File: config.mk
export PLATFORM = sky130hd
export DESIGN_NAME = cyclic_bram_sched_flat
export DESIGN_NICKNAME = d
export VERILOG_FILES = /design/src/rtl/cyclic_bram_sched_if.sv /design/src/rtl/cyclic_bram_sched.sv /design/src/flat_wrapper.sv
export SDC_FILE = /design/constraint.sdc
export NUM_CORES = 1
export LEC_CHECK = 0
export CAP_MARGIN = 5
export CORE_MARGIN = 4
export CORE_UTILIZATION = 45
export CTS_BUF_LIST = sky130_fd_sc_hd__clkbuf_16
export CTS_CLUSTER_DIAMETER = 200
export DETAILED_ROUTE_END_ITERATION = 12
export MAX_ROUTING_LAYER = met4
export PLACE_DENSITY_LB_ADDON = 0.3
export SYNTH_ARGS = -nofsm -noshare
export SYNTH_HDL_FRONTEND = slang
export SYNTH_SLANG_ARGS = --single-unit
File: constraint.sdc
create_clock -name clk -period 2.4 [get_ports clk]
set_input_delay 0.72 -clock clk [delete_from_list [all_inputs] [get_ports clk]]
set_output_delay 0.72 -clock clk [all_outputs]
set_load 0.01 [all_outputs]
File: src/rtl/cyclic_bram_sched_if.sv
// cyclic_bram_sched_if -- handshake bundle for cyclic_bram_sched.
//   s_*   : fill beats (payload goes straight to the banks, only control here)
//   cfg_* : read-job descriptor (passes-1, per-pass address window)
//   m_*   : read-data qualifiers aligned to the bank output mux
// master = producer/consumer side, slave = scheduler side.
interface cyclic_bram_sched_if #(
    parameter int R_ADDR_WIDTH = 3,
    parameter int REPEAT_WIDTH = 16
);
    logic                    s_valid;
    logic                    s_ready;
    logic                    s_last;
    logic                    cfg_valid;
    logic                    cfg_ready;
    logic [REPEAT_WIDTH-1:0] cfg_repeat;
    logic [R_ADDR_WIDTH-1:0] cfg_addr_min;
    logic [R_ADDR_WIDTH-1:0] cfg_addr_max;
    logic                    m_valid;
    logic                    m_ready;
    logic                    m_sel;
    logic                    m_last;

    modport master (
        output s_valid, s_last, cfg_valid, cfg_repeat, cfg_addr_min, cfg_addr_max, m_ready,
        input  s_ready, cfg_ready, m_valid, m_sel, m_last
    );

    modport slave (
        input  s_valid, s_last, cfg_valid, cfg_repeat, cfg_addr_min, cfg_addr_max, m_ready,
        output s_ready, cfg_ready, m_valid, m_sel, m_last
    );
endinterface

File: src/rtl/cyclic_bram_sched.sv
// cyclic_bram_sched -- ping-pong scheduler for two cyclic BRAM banks.
// One bank fills (wptr) while the other is read (rptr) for repeat+1 passes over
// [addr_min, addr_max]. A LATENCY-deep {valid,sel,last} pipe tracks the bank read
// latency; everything advances only on clken, which drops while the output stalls.
// Ports:
//   clk, rst            : clock, synchronous active-high reset
//   bus (slave)         : s_* fill handshake, cfg_* descriptor, m_* output qualifiers
//   clken               : shared bank clock enable
//   bank_w_en/r_en      : per-bank write/read enables
//   bank_resetn_local   : per-bank address reset, low for one cycle after a job
//   bank_addr_min/max   : per-bank latched read window, bank b at [b*W +: W]
// Optional: define CYCLIC_SCHED_STATS_EN to add stat_stall_cycles / stat_passes.
module cyclic_bram_sched #(
    parameter int R_DEPTH      = 8,
    parameter int LATENCY      = 3,
    parameter int REPEAT_WIDTH = 16,
    parameter int R_ADDR_WIDTH = $clog2(R_DEPTH)
) (
    input  logic                      clk,
    input  logic                      rst,
    cyclic_bram_sched_if.slave        bus,
    output logic                      clken,
    output logic [1:0]                bank_w_en,
    output logic [1:0]                bank_r_en,
    output logic [1:0]                bank_resetn_local,
    output logic [2*R_ADDR_WIDTH-1:0] bank_addr_min,
    output logic [2*R_ADDR_WIDTH-1:0] bank_addr_max
`ifdef CYCLIC_SCHED_STATS_EN
    ,
    output logic [31:0]               stat_stall_cycles,
    output logic [31:0]               stat_passes
`endif
);
    typedef enum logic [1:0] {EMPTY, FILL, FULL, READ} bank_state_t;

    bank_state_t             state_q [2];
    bank_state_t             state_d [2];
    logic                    wptr_q, wptr_d, rptr_q, rptr_d;
    logic [R_ADDR_WIDTH-1:0] min_q [2];
    logic [R_ADDR_WIDTH-1:0] max_q [2];
    logic [R_ADDR_WIDTH-1:0] addr_q, addr_d;
    logic [REPEAT_WIDTH-1:0] rep_q, pass_q, pass_d;
    logic [LATENCY:1]        vld_pipe, sel_pipe, lst_pipe;
    logic                    m_vld, s_ok, s_fire, cfg_ok, cfg_fire;
    logic                    rd_fire, pass_end, rd_last;

    // All externally visible outputs are forced to their idle values while rst is
    // high, so the reset state is visible before the first reset edge completes.
    assign m_vld    = vld_pipe[LATENCY] && !rst;
    assign clken    = !(m_vld && !bus.m_ready);
    assign s_ok     = !rst && clken && (state_q[wptr_q] == EMPTY || state_q[wptr_q] == FILL);
    assign s_fire   = s_ok && bus.s_valid;
    assign cfg_ok   = !rst && (state_q[rptr_q] == FULL);
    assign cfg_fire = cfg_ok && bus.cfg_valid;
    assign rd_fire  = !rst && clken && (state_q[rptr_q] == READ);
    assign pass_end = rd_fire && (addr_q == max_q[rptr_q]);
    assign rd_last  = pass_end && (pass_q == rep_q);

    assign bus.s_ready   = s_ok;
    assign bus.cfg_ready = cfg_ok;
    assign bus.m_valid   = m_vld;
    assign bus.m_sel     = sel_pipe[LATENCY] && !rst;
    assign bus.m_last    = lst_pipe[LATENCY] && !rst;

    for (genvar b = 0; b < 2; b++) begin : g_bank
        assign bank_addr_min[b*R_ADDR_WIDTH +: R_ADDR_WIDTH] = rst ? '0 : min_q[b];
        assign bank_addr_max[b*R_ADDR_WIDTH +: R_ADDR_WIDTH] = rst ? '0 : max_q[b];
    end

    // Fill and read touch disjoint banks: fill only acts on EMPTY/FILL, read only
    // on FULL/READ, so the two updates below never collide on one bank.
    always_comb begin
        state_d           = state_q;
        wptr_d            = wptr_q;
        rptr_d            = rptr_q;
        addr_d            = addr_q;
        pass_d            = pass_q;
        bank_w_en         = '0;
        bank_r_en         = '0;
        bank_resetn_local = rst ? 2'b00 : 2'b11;

        if (s_fire) begin
            bank_w_en[wptr_q] = 1'b1;
            state_d[wptr_q]   = bus.s_last ? FULL : FILL;
            if (bus.s_last)
                wptr_d = !wptr_q;
        end

        if (cfg_fire) begin
            state_d[rptr_q] = READ;
            addr_d          = bus.cfg_addr_min;
            pass_d          = '0;
        end

        if (rd_fire) begin
            bank_r_en[rptr_q] = 1'b1;
            if (pass_end) begin
                addr_d = min_q[rptr_q];
                pass_d = pass_q + 1'b1;
            end else begin
                addr_d = addr_q + 1'b1;
            end
            // Local reset lands on the final read edge, rewinding the bank's own
            // address logic for its next fill/read job.
            if (rd_last) begin
                state_d[rptr_q]           = EMPTY;
                bank_resetn_local[rptr_q] = 1'b0;
                rptr_d                    = !rptr_q;
            end
        end
    end

    always_ff @(posedge clk) begin
        if (rst) begin
            state_q  <= '{EMPTY, EMPTY};
            wptr_q   <= 1'b0;
            rptr_q   <= 1'b0;
            addr_q   <= '0;
            pass_q   <= '0;
            rep_q    <= '0;
            vld_pipe <= '0;
            sel_pipe <= '0;
            lst_pipe <= '0;
            for (int b = 0; b < 2; b++) begin
                min_q[b] <= '0;
                max_q[b] <= '0;
            end
        end else begin
            state_q <= state_d;
            wptr_q  <= wptr_d;
            rptr_q  <= rptr_d;
            addr_q  <= addr_d;
            pass_q  <= pass_d;
            if (cfg_fire) begin
                min_q[rptr_q] <= bus.cfg_addr_min;
                max_q[rptr_q] <= bus.cfg_addr_max;
                rep_q         <= bus.cfg_repeat;
            end
            if (clken) begin
                vld_pipe[1] <= rd_fire;
                sel_pipe[1] <= rptr_q;
                lst_pipe[1] <= rd_last;
                for (int k = 2; k <= LATENCY; k++) begin
                    vld_pipe[k] <= vld_pipe[k-1];
                    sel_pipe[k] <= sel_pipe[k-1];
                    lst_pipe[k] <= lst_pipe[k-1];
                end
            end
        end
    end

`ifdef CYCLIC_SCHED_STATS_EN
    always_ff @(posedge clk) begin
        if (rst) begin
            stat_stall_cycles <= '0;
            stat_passes       <= '0;
        end else begin
            if (!clken && stat_stall_cycles != '1)
                stat_stall_cycles <= stat_stall_cycles + 1'b1;
            if (pass_end && stat_passes != '1)
                stat_passes <= stat_passes + 1'b1;
        end
    end
`endif

endmodule

File: src/flat_wrapper.sv
// flat-port wrapper written by rule: the top's interface ports become plain ports
module cyclic_bram_sched_flat 
#(
    parameter int R_DEPTH      = 8,
    parameter int LATENCY      = 3,
    parameter int REPEAT_WIDTH = 16,
    parameter int R_ADDR_WIDTH = $clog2(R_DEPTH)
)
  (clk, rst, clken, bank_w_en, bank_r_en, bank_resetn_local, bank_addr_min, bank_addr_max, bus_s_valid, bus_s_last, bus_cfg_valid, bus_cfg_repeat, bus_cfg_addr_min, bus_cfg_addr_max, bus_m_ready, bus_s_ready, bus_cfg_ready, bus_m_valid, bus_m_sel, bus_m_last);
  cyclic_bram_sched_if #(.R_ADDR_WIDTH(R_ADDR_WIDTH), .REPEAT_WIDTH(REPEAT_WIDTH)) bus_i ();
  input  logic clk;
  input  logic rst;
  output logic clken;
  output logic [1:0] bank_w_en;
  output logic [1:0] bank_r_en;
  output logic [1:0] bank_resetn_local;
  output logic [2*R_ADDR_WIDTH-1:0] bank_addr_min;
  output logic [2*R_ADDR_WIDTH-1:0] bank_addr_max;
  input wire logic [$bits(bus_i.s_valid)-1:0] bus_s_valid;
  input wire logic [$bits(bus_i.s_last)-1:0] bus_s_last;
  input wire logic [$bits(bus_i.cfg_valid)-1:0] bus_cfg_valid;
  input wire logic [$bits(bus_i.cfg_repeat)-1:0] bus_cfg_repeat;
  input wire logic [$bits(bus_i.cfg_addr_min)-1:0] bus_cfg_addr_min;
  input wire logic [$bits(bus_i.cfg_addr_max)-1:0] bus_cfg_addr_max;
  input wire logic [$bits(bus_i.m_ready)-1:0] bus_m_ready;
  output wire logic [$bits(bus_i.s_ready)-1:0] bus_s_ready;
  output wire logic [$bits(bus_i.cfg_ready)-1:0] bus_cfg_ready;
  output wire logic [$bits(bus_i.m_valid)-1:0] bus_m_valid;
  output wire logic [$bits(bus_i.m_sel)-1:0] bus_m_sel;
  output wire logic [$bits(bus_i.m_last)-1:0] bus_m_last;
  assign bus_i.s_valid = bus_s_valid;
  assign bus_i.s_last = bus_s_last;
  assign bus_i.cfg_valid = bus_cfg_valid;
  assign bus_i.cfg_repeat = bus_cfg_repeat;
  assign bus_i.cfg_addr_min = bus_cfg_addr_min;
  assign bus_i.cfg_addr_max = bus_cfg_addr_max;
  assign bus_i.m_ready = bus_m_ready;
  assign bus_s_ready = bus_i.s_ready;
  assign bus_cfg_ready = bus_i.cfg_ready;
  assign bus_m_valid = bus_i.m_valid;
  assign bus_m_sel = bus_i.m_sel;
  assign bus_m_last = bus_i.m_last;
  cyclic_bram_sched #(.R_DEPTH(R_DEPTH), .LATENCY(LATENCY), .REPEAT_WIDTH(REPEAT_WIDTH), .R_ADDR_WIDTH(R_ADDR_WIDTH)) u_core (.clk(clk), .rst(rst), .bus(bus_i), .clken(clken), .bank_w_en(bank_w_en), .bank_r_en(bank_r_en), .bank_resetn_local(bank_resetn_local), .bank_addr_min(bank_addr_min), .bank_addr_max(bank_addr_max));
endmodule
==> results of run 1 <==
==> power by group <==
| group | total, W | internal (W) | switching [W] |
|---|---|---|---|
| sequential | 0.00107 | 0.00106 | 0.00000813 |
| combinational | 0.000202 | 0.000105 | 0.0000964 |
| clock | 0.00124 | 0.000782 | 0.000454 |
==> critical path, stage by stage, from the launching register on <==
cell	delay, ns
dfxtp_4	0.39
mux2i_1	0.22
xor2_1	0.19
buf_4	0.14
nand4_1	0.15
buf_4	0.19
nor3_4	0.12
nor2_1	0.05
buf_2	0.13
==> logic make-up (layout without fill, tap and decap cells) <==
family / count (synthesis) / in the layout / share of synthesized area, %
compound gates: 66 / 66 / 14.14
xor+xnor: 21 / 21 / 6.242
fa+ha+maj: 2 / 2 / 0.8491
buf+inv: 19 / 133 / 2.760
flops: 63 / 63 / 42.80
mux: 27 / 27 / 9.809
simple gates: 137 / 137 / 23.40
==> per-stage QoR <==
step	setup WS, ns	power [W]
global route	-0.3192	0.002581
CTS	-0.2784	0.002502
detailed placement	-0.8693	0.001270
global placement	-0.7833	0.001265
finish	-0.2403	0.002504
floorplan	-0.08305	0.001163
==> worst paths after layout <==
kind,cells after the start,from,endpoint
hold / removal,2,u_core.lst_pipe[2],u_core.lst_pipe[2]
setup / recovery,8,register,bank_resetn_local[0]
setup reg to reg,9,register,u_core.pass_q[7]
hold reg to reg,2,u_core.lst_pipe[2],u_core.lst_pipe[2]
==> metal layers <==
layer  global-route usage (%)  up-vias  routed length, um
met4                    10.58        0                230
li1                         -     1419                  -
met5                        -        -                  0
met2                    39.54       81               4229
met1                    27.16     1371               3545
met3                    4.793       20                349
==> placed cells by master, fill, tap and decap left out, types with 3 or more instances in the layout <==
cell	instances
a221oi_1	4
o21ai_0	6
clkdlybuf4s50_1	24
buf_4	61
or3_1	5
inv_1	3
dfxtp_1	61
nand4_1	7
clkbuf_16	9
a21oi_2	4
a21oi_1	30
nor2b_2	4
o211ai_1	3
nand2_1	55
or4_1	4
mux2i_1	11
and3_1	4
o31ai_1	4
dlygate4sd2_1	18
mux2_2	15
and4_1	3
xor2_1	19
nor2b_1	13
nor2_1	12
buf_2	5
clkinv_1	4
o2111ai_1	3
nand3_1	9
buf_6	4
nor3_1	3
==> flip-flops by register name, indices dropped and copies added (netlist names), named ones only <==
register         count
u_core.wptr_q        1
u_core.vld_pipe      3
u_core.lst_pipe      3
u_core.pass_q       16
u_core.max_q         6
u_core.rptr_q        1
u_core.state_q       4
u_core.rep_q        16
u_core.min_q         6
u_core.addr_q        3
u_core.sel_pipe      3
==> area by class of cell <==
class	count	area (um^2)
clock buffer	9	225.2
clock inverter	6	52.55
fill	483	2027
inverter	3	11.26
multi-input combinational	253	1718
sequential	63	1266
tap	77	96.34
timing repair buffer	115	953.4
==> what timing repair did <==
action                                  in CTS  in global routing
setup buffers                               16                  2
pin swaps                                   17                  6
resized for setup                           59                 17
endpoints found under the setup margin      24                 27
==> impl_metrics.tcl, run 1 <==
set metrics [dict create \
    status "finished with violations" \
    violations "setup timing" \
    clk_latency_ns 0.33 \
    drc 0 \
    diodes 0 \
    cts_tree "yes" \
    finalClockSkew_ns 0.003845 \
    syn_to_final_growth_pct 46.71 \
    htreeDepth 3 \
    period_share_pct 110.0 \
    utilization_pct 68.08 \
    wl_mm 8.355 \
    ys_seq_area_share_pct 42.80 \
    drt-initial-drc-count 115 \
    finalCriticalPeriod_ns 2.640 \
    grtUsageTotal_pct 23.60 \
    cp.required_ns 1.68 \
    vdd_drop_max_mv 0.4188 \
    yosys_most_used_dff "dfxtp_1" \
    rrSetupSlack_ns 0.09 \
    grt_max_degree 26 \
    postLayoutCellArea_mm2 0.004323 \
    p_leak_nw 1.916 \
    die_h_um 88.92 \
    worst_ep_arrival_time_ns 1.92 \
    fin_nets 475 \
    grt_pass1_vias 2894 \
    cts_buffer_depth 2 \
    start_kind "register" \
    synth_edf_count 0 \
    timing.final.hold_violations 0 \
    wire_per_inst_um 15.88 \
    num_vias 2891 \
    antenna_found_initial 0 \
    num_io_pins 52 \
    finalSetupViolCount 2 \
    die_x_um 88.92 \
    ys_types 42 \
    ys.warnings.count 0 \
    maxSlewViolCount 0 \
    ys_top_cells_by_area "dfxtp_1 43%, nand2_1 7.0%, xor2_1 5.9%" \
    ant_nets 0 \
    setup_slack_ns -0.2403 \
    tightest_slew_ns 0.4845 \
    initial_core_util_pct 46.40 \
    layoutNonFillerInstCount 526 \
    synth_common_cells "63 x dfxtp_1, 55 x nand2_1, 34 x a21oi_1, 20 x xor2_1, 17 x nor2b_1" \
    postSynthCellCount 335 \
    cts-root-buf "clkbuf_16" \
    avgSynthCellArea_um2 8.796 \
    max_freq_mhz 378.7 \
    cts_buffers 9 \
    dieArea_mm2 0.007907 \
    core_area_mm2 0.006350 \
    synth_top_area_cell "dfxtp_1" \
    grt_pass1_wl_mm 13.64 \
    core.rowCount 29 \
    clk_pin_slew_ns 0.05 \
    yosysTopAreaCellShare_pct 42.80 \
    crit_fanout 5 \
    rsz0062_at_grt "true" \
    firstDrtPassIters 4 \
    netlist_area_mm2 0.002947 \
    ctsHoldBuffers 0 \
    via_per_inst 5.496 \
    synth-seq-cells 63 \
    fin_setup_tns_ns -0.4744 \
    worst_setup_path_end_kind "output port" \
    worstSetupPathType "register to output port" \
    dp_cells 499 \
    slew_headroom_pct 67.62 \
    port_buffers 51 \
    worst_hold_slack_ns 0.4405 \
    power_density_mw_per_mm2 579.2 \
    placedInstanceArea_mm2 0.003876 \
    place.gp.congestion 0.9456 \
    async_reset_ff_share_pct 0 \
    synth.most_common_cell "dfxtp_1" \
    syn_nets 365 \
    hp-class "register to register" \
    place_hpwl_mm 5.612 \
    grt-ovfl-total 0 \
    drive_gt1_share_pct 27.39 \
    clock_sink_count 63 \
    max_cap_viol_count 0 \
]
No activity file was read; power rests on OpenSTA's default activity.
==> run 2: changes to the inputs <==
Settings changed: CTS_BUF_LIST sky130_fd_sc_hd__clkbuf_16 to default.
==> impl_metrics.tcl, run 2 (synthesis gave the netlist of run 1 again) <==
set metrics [dict create \
    antenna_found_initial 0 \
    cts_buffers 9 \
    setup_slack_ns -0.3483 \
    path_cells "mux2i_1 > xor2_1 > nand4_1 > buf_4 > nor2_4 > a21oi_2 > buf_2" \
    hp-class "register to register" \
    rsz0062_at_grt "true" \
    initial_core_util_pct 46.40 \
    place_hpwl_mm 5.612 \
    fin_nets 483 \
    core_area_mm2 0.006350 \
    vdd_drop_max_mv 0.3408 \
    port_buffers 51 \
    max_freq_mhz 363.9 \
    clk_latency_ns 0.34 \
    finalSetupViolCount 2 \
    crit_slowest_cell "dfxtp_4" \
    finalClockSkew_ns 0.01386 \
    wl_mm 8.530 \
    final_cell_mix "69 x buf_4, 61 x dfxtp_1, 55 x nand2_1" \
    grt_max_degree 26 \
    ant_nets 0 \
    cts_buffer_depth 2 \
    wire_per_inst_um 15.97 \
    period_share_pct 114.5 \
    power_w 0.002264 \
    num_vias 2936 \
    cts_tree "yes" \
    violations "setup timing" \
    clk_pin_slew_ns 0.07 \
    worst_hold_slack_ns 0.4419 \
    dp_cells 499 \
    reg_top3 "u_core.pass_q (16), u_core.rep_q (16)" \
    firstDrtPassIters 4 \
    clock_sink_count 63 \
    ctsHoldBuffers 0 \
    dieArea_mm2 0.007907 \
    status "finished with violations" \
    worst_setup_path_end_kind "output port" \
    maxSlewViolCount 0 \
    cp.required_ns 1.68 \
    p_leak_nw 1.926 \
    syn_to_final_growth_pct 46.11 \
    max_cap_viol_count 0 \
    utilization_pct 67.80 \
    grtUsageTotal_pct 23.39 \
    final_common_cell "buf_4" \
    layoutNonFillerInstCount 534 \
    diodes 0 \
    finalCriticalPeriod_ns 2.748 \
    drive_gt1_share_pct 29.54 \
    grt_pass1_vias 2893 \
    cts-root-buf "clkbuf_8" \
    die_x_um 88.92 \
    timing.final.hold_violations 0 \
    drc 0 \
    place.gp.congestion 0.9456 \
    num_io_pins 52 \
    worst_ep_arrival_time_ns 2.03 \
    grt-ovfl-total 0 \
    crit_fanout 5 \
    cp_num_buf_inv 2 \
    start_kind "register" \
    slew_headroom_pct 68.23 \
    drt-initial-drc-count 130 \
    worstSetupPathType "register to output port" \
    path_delay_family "flip-flops" \
    via_per_inst 5.498 \
    cpPeakStageDelay_ns 0.40 \
    htreeDepth 3 \
    core.rowCount 29 \
    tightest_slew_ns 0.4754 \
    power_density_mw_per_mm2 525.8 \
    die_h_um 88.92 \
    grt_pass1_wl_mm 13.83 \
]
-- run 2: cell types whose count changed in the layout (fill, tap and decap cells not counted), sizes merged --
cell           previous run  this run
dlygate4sd2              18        17
clkinv                    4         0
dlymetal6s2s              1         0
clkdlybuf4s50            24        25
buf                      70        79
clkbuf                   10        14
-- run 2: final timing paths --
kind	start	endpoint	slack, ns	depth (start not counted)
worst max-delay path	register	bank_resetn_local[1]	-0.35	7
worst min register to register	u_core.lst_pipe[2]	u_core.lst_pipe[2]	0.44	2
worst min-delay path	u_core.lst_pipe[2]	u_core.lst_pipe[2]	0.44	2
worst max register to register	register	u_core.pass_q[7]	0	8
-- run 2: layer usage --
metal | GRT usage [%] | vias to the layer above | share of wire [%]
met3 | 4.608 | 16 | 4.8
met2 | 40.28 | 84 | 50
met5 | - | - | 0
met1 | 27.58 | 1401 | 43
met4 | 6.868 | 0 | 1.9
li1 | - | 1435 | -
-- run 2: layout make-up --
class                   count  area, um^2
inverters                   3       11.26
repair buffers            123        1007
flip-flops and latches     63        1266
clock inverters             2       37.54
fillers                   503        2044
clock buffers              13       178.9
multi-input cells         253        1708
well taps                  77       96.34
-- run 2: tightest hold or removal path, delay by kind of cell, from the launching register on --
family	cells	cell delay [ns]
and+or+nand+nor	2	0.09
DFF	1	0.31
-- run 2: report_power, final --
part | internal (W) | switching [W] | total, W | leakage [nW]
Sequential | 0.00106 | 0.00000819 | 0.00106 | 0.509
Combinational | 0.000104 | 0.0000957 | 0.000200 | 1.31
Clock | 0.000588 | 0.000412 | 0.00100 | 0.108
-- run 2: timing repair --
action	in CTS	in global routing
gates resized for setup	63	14
pin swaps	17	5
gates cloned	0	0
endpoints found under the setup margin	24	15
buffers inserted	22	5
-- run 2: metrics by stage --
| stage | worst slack [ns] | cell area, um^2 | TNS, ns |
|---|---|---|---|
| 4_1_cts | -0.2873 | 4273 | -1.072 |
| 2_1_floorplan | -0.08305 | 2955 | -0.08305 |
| 6_report | -0.3483 | 4305 | -0.6723 |
| 3_3_place_gp | -0.7833 | 3876 | -9.308 |
| 3_5_place_dp | -0.8693 | 3876 | -10.15 |
| 5_1_grt | -0.4059 | 4305 | -1.107 |
==> run 3: changes to the inputs <==
Settings changed: CORE_MARGIN 4 to default.
==> impl_metrics.tcl, run 3 (synthesis gave the netlist of run 1 again) <==
set metrics [dict create \
    maxSlewViolCount 0 \
    worst_setup_path_end_kind "output port" \
    slew_headroom_pct 74.36 \
    power_density_mw_per_mm2 533.9 \
    cpPeakStageDelay_ns 0.39 \
    crit_slowest_cell "nor4_1" \
    path_cells "xor2_1 > nor4_1 > nand4_1 > buf_4 > nor3_2 > nor2_1 > buf_2" \
    reg_top3 "u_core.pass_q (16), u_core.rep_q (16)" \
    antenna_found_initial 0 \
    timing.rr.end "u_core.pass_q[13]" \
    clk_pin_slew_ns 0.07 \
    rrSetupSlack_ns 0.17 \
    cts_buffer_depth 2 \
    drt-initial-drc-count 162 \
    grt_pass1_wl_mm 12.92 \
    firstDrtPassIters 4 \
    via_per_inst 5.505 \
    wl_mm 7.878 \
    r2r_cells 7 \
    dieArea_mm2 0.006876 \
    drive_gt1_share_pct 31.31 \
    crit_fanout 4 \
    p_leak_nw 1.786 \
    clock_sink_count 63 \
    grt_max_degree 35 \
    worstSetupPathType "register to output port" \
    violations "setup timing" \
    final_cell_mix "62 x dfxtp_1, 55 x nand2_1, 54 x buf_4" \
    diodes 0 \
    die_h_um 82.92 \
    cp.required_ns 1.68 \
    wire_per_inst_um 15.12 \
    final_common_cell "dfxtp_1" \
    worstHoldEndpoint "u_core.lst_pipe[2]" \
    finalClockSkew_ns 0.008663 \
    fillCellCount 496 \
    status "finished with violations" \
    grt-ovfl-total 0 \
    setup_slack_ns -0.2866 \
    utilization_pct 66.98 \
    finalCriticalPeriod_ns 2.687 \
    worst_hold_slack_ns 0.4459 \
    max_freq_mhz 372.2 \
    cts_tree "yes" \
    drc 0 \
    whs_path_depth 2 \
    syn_to_final_growth_pct 44.33 \
    grtUsageTotal_pct 24.18 \
    initial_core_util_pct 46.40 \
    period_share_pct 111.9 \
    ant_nets 0 \
    num_io_pins 52 \
    start_kind "register" \
    ctsHoldBuffers 0 \
    htreeDepth 3 \
    vdd_drop_max_mv 0.4397 \
    finalSetupViolCount 2 \
    grt_pass1_vias 2838 \
    min_from "u_core.lst_pipe[2]" \
    tightest_slew_ns 0.3797 \
    cts-root-buf "clkbuf_8" \
    core_area_mm2 0.006350 \
    cts_buffers 9 \
    max_cap_viol_count 0 \
    hp-class "register to register" \
    die_x_um 82.92 \
    rsz0062_at_grt "true" \
    core.rowCount 29 \
    port_buffers 51 \
    num_vias 2868 \
    place.gp.congestion 0.8803 \
    worst_ep_arrival_time_ns 1.97 \
    timing.final.hold_violations 0 \
    fin_nets 469 \
    path_delay_family "simple AND/OR/NAND/NOR gates" \
    cp_num_buf_inv 2 \
    place_hpwl_mm 5.355 \
    clk_latency_ns 0.35 \
]
## run 3: cell types whose count changed in the layout (fill, tap and decap cells not counted), sizes merged
cell	before	now
buf	79	63
bufinv	1	2
clkbuf	14	11
clkdlybuf4s15	1	19
clkinv	0	2
clkinvlp	1	2
dlygate4sd2	17	1
## run 3: final cells by class
class / count / area, um^2 / share of cell area (%)
Inverter: 3 / 11.26 / 0.2648
Clock inverter: 6 / 85.08 / 2.001
Timing Repair Buffer: 109 / 963.4 / 22.65
Tap cell: 77 / 96.34 / 2.265
Multi-Input combinational cell: 253 / 1704 / 40.07
Sequential cell: 63 / 1265 / 29.74
Clock buffer: 10 / 127.6 / 3.001
## run 3: worst max-delay path by stage
stage	cells past startpoint	to	startpoint	slack (ns)
floorplan	7	bank_resetn_local[0]	bus_m_ready	-0.08
global placement	7	bank_resetn_local[0]	bus_m_ready	-0.77
detailed placement	7	bank_resetn_local[0]	bus_m_ready	-0.83
CTS	7	bank_resetn_local[1]	register	-0.26
global route	8	bank_resetn_local[0]	u_core.rep_q[5]	-0.39
finish	7	bank_resetn_local[0]	u_core.pass_q[4]	-0.29
## run 3: where the power goes
group | internal, W | switching (W)
Sequential | 0.00106 | 0.00000803
Clock | 0.000581 | 0.000426
Combinational | 0.000108 | 0.0000925
Total | 0.00174 | 0.000527
## run 3: repair_timing
item | in CTS | in global routing
setup buffers | 11 | 4
pin swaps | 11 | 7
resized for setup | 104 | 9
endpoints found under the setup margin | 24 | 31
hold endpoints to repair | 0 | 0
cloned | 0 | 0
## run 3: per-stage QoR
stage          power, W  instances  setup slack [ns]  setup TNS, ns  cell area, um^2
2_1_floorplan  0.001163        335          -0.08305       -0.08305             2955
3_3_place_gp   0.001268        496           -0.7719         -15.14             3871
3_5_place_dp   0.001270        496           -0.8255         -16.61             3871
4_1_cts        0.002274        520           -0.2611        -0.9618             4249
5_1_grt        0.002354        521           -0.3872        -0.8097             4253
6_report       0.002271        521           -0.2866        -0.5448             4253
## run 3: worst reg2reg max path: cells and delay by family (launching register included)
family | cells | cell delay (ns)
simple gates | 2 | 0.77
mux | 1 | 0.23
buf+inv | 2 | 0.37
compound gates | 1 | 0.15
xor+xnor | 1 | 0.26
flops | 1 | 0.39
## run 3: metal layers
metal / up-vias / global-route usage (%) / wire (um)
li1: 1402 / - / -
met4: 0 / 11.44 / 217
met2: 90 / 39.94 / 3867
met5: - / - / 0
met3: 19 / 5.765 / 455
met1: 1357 / 27.63 / 3337
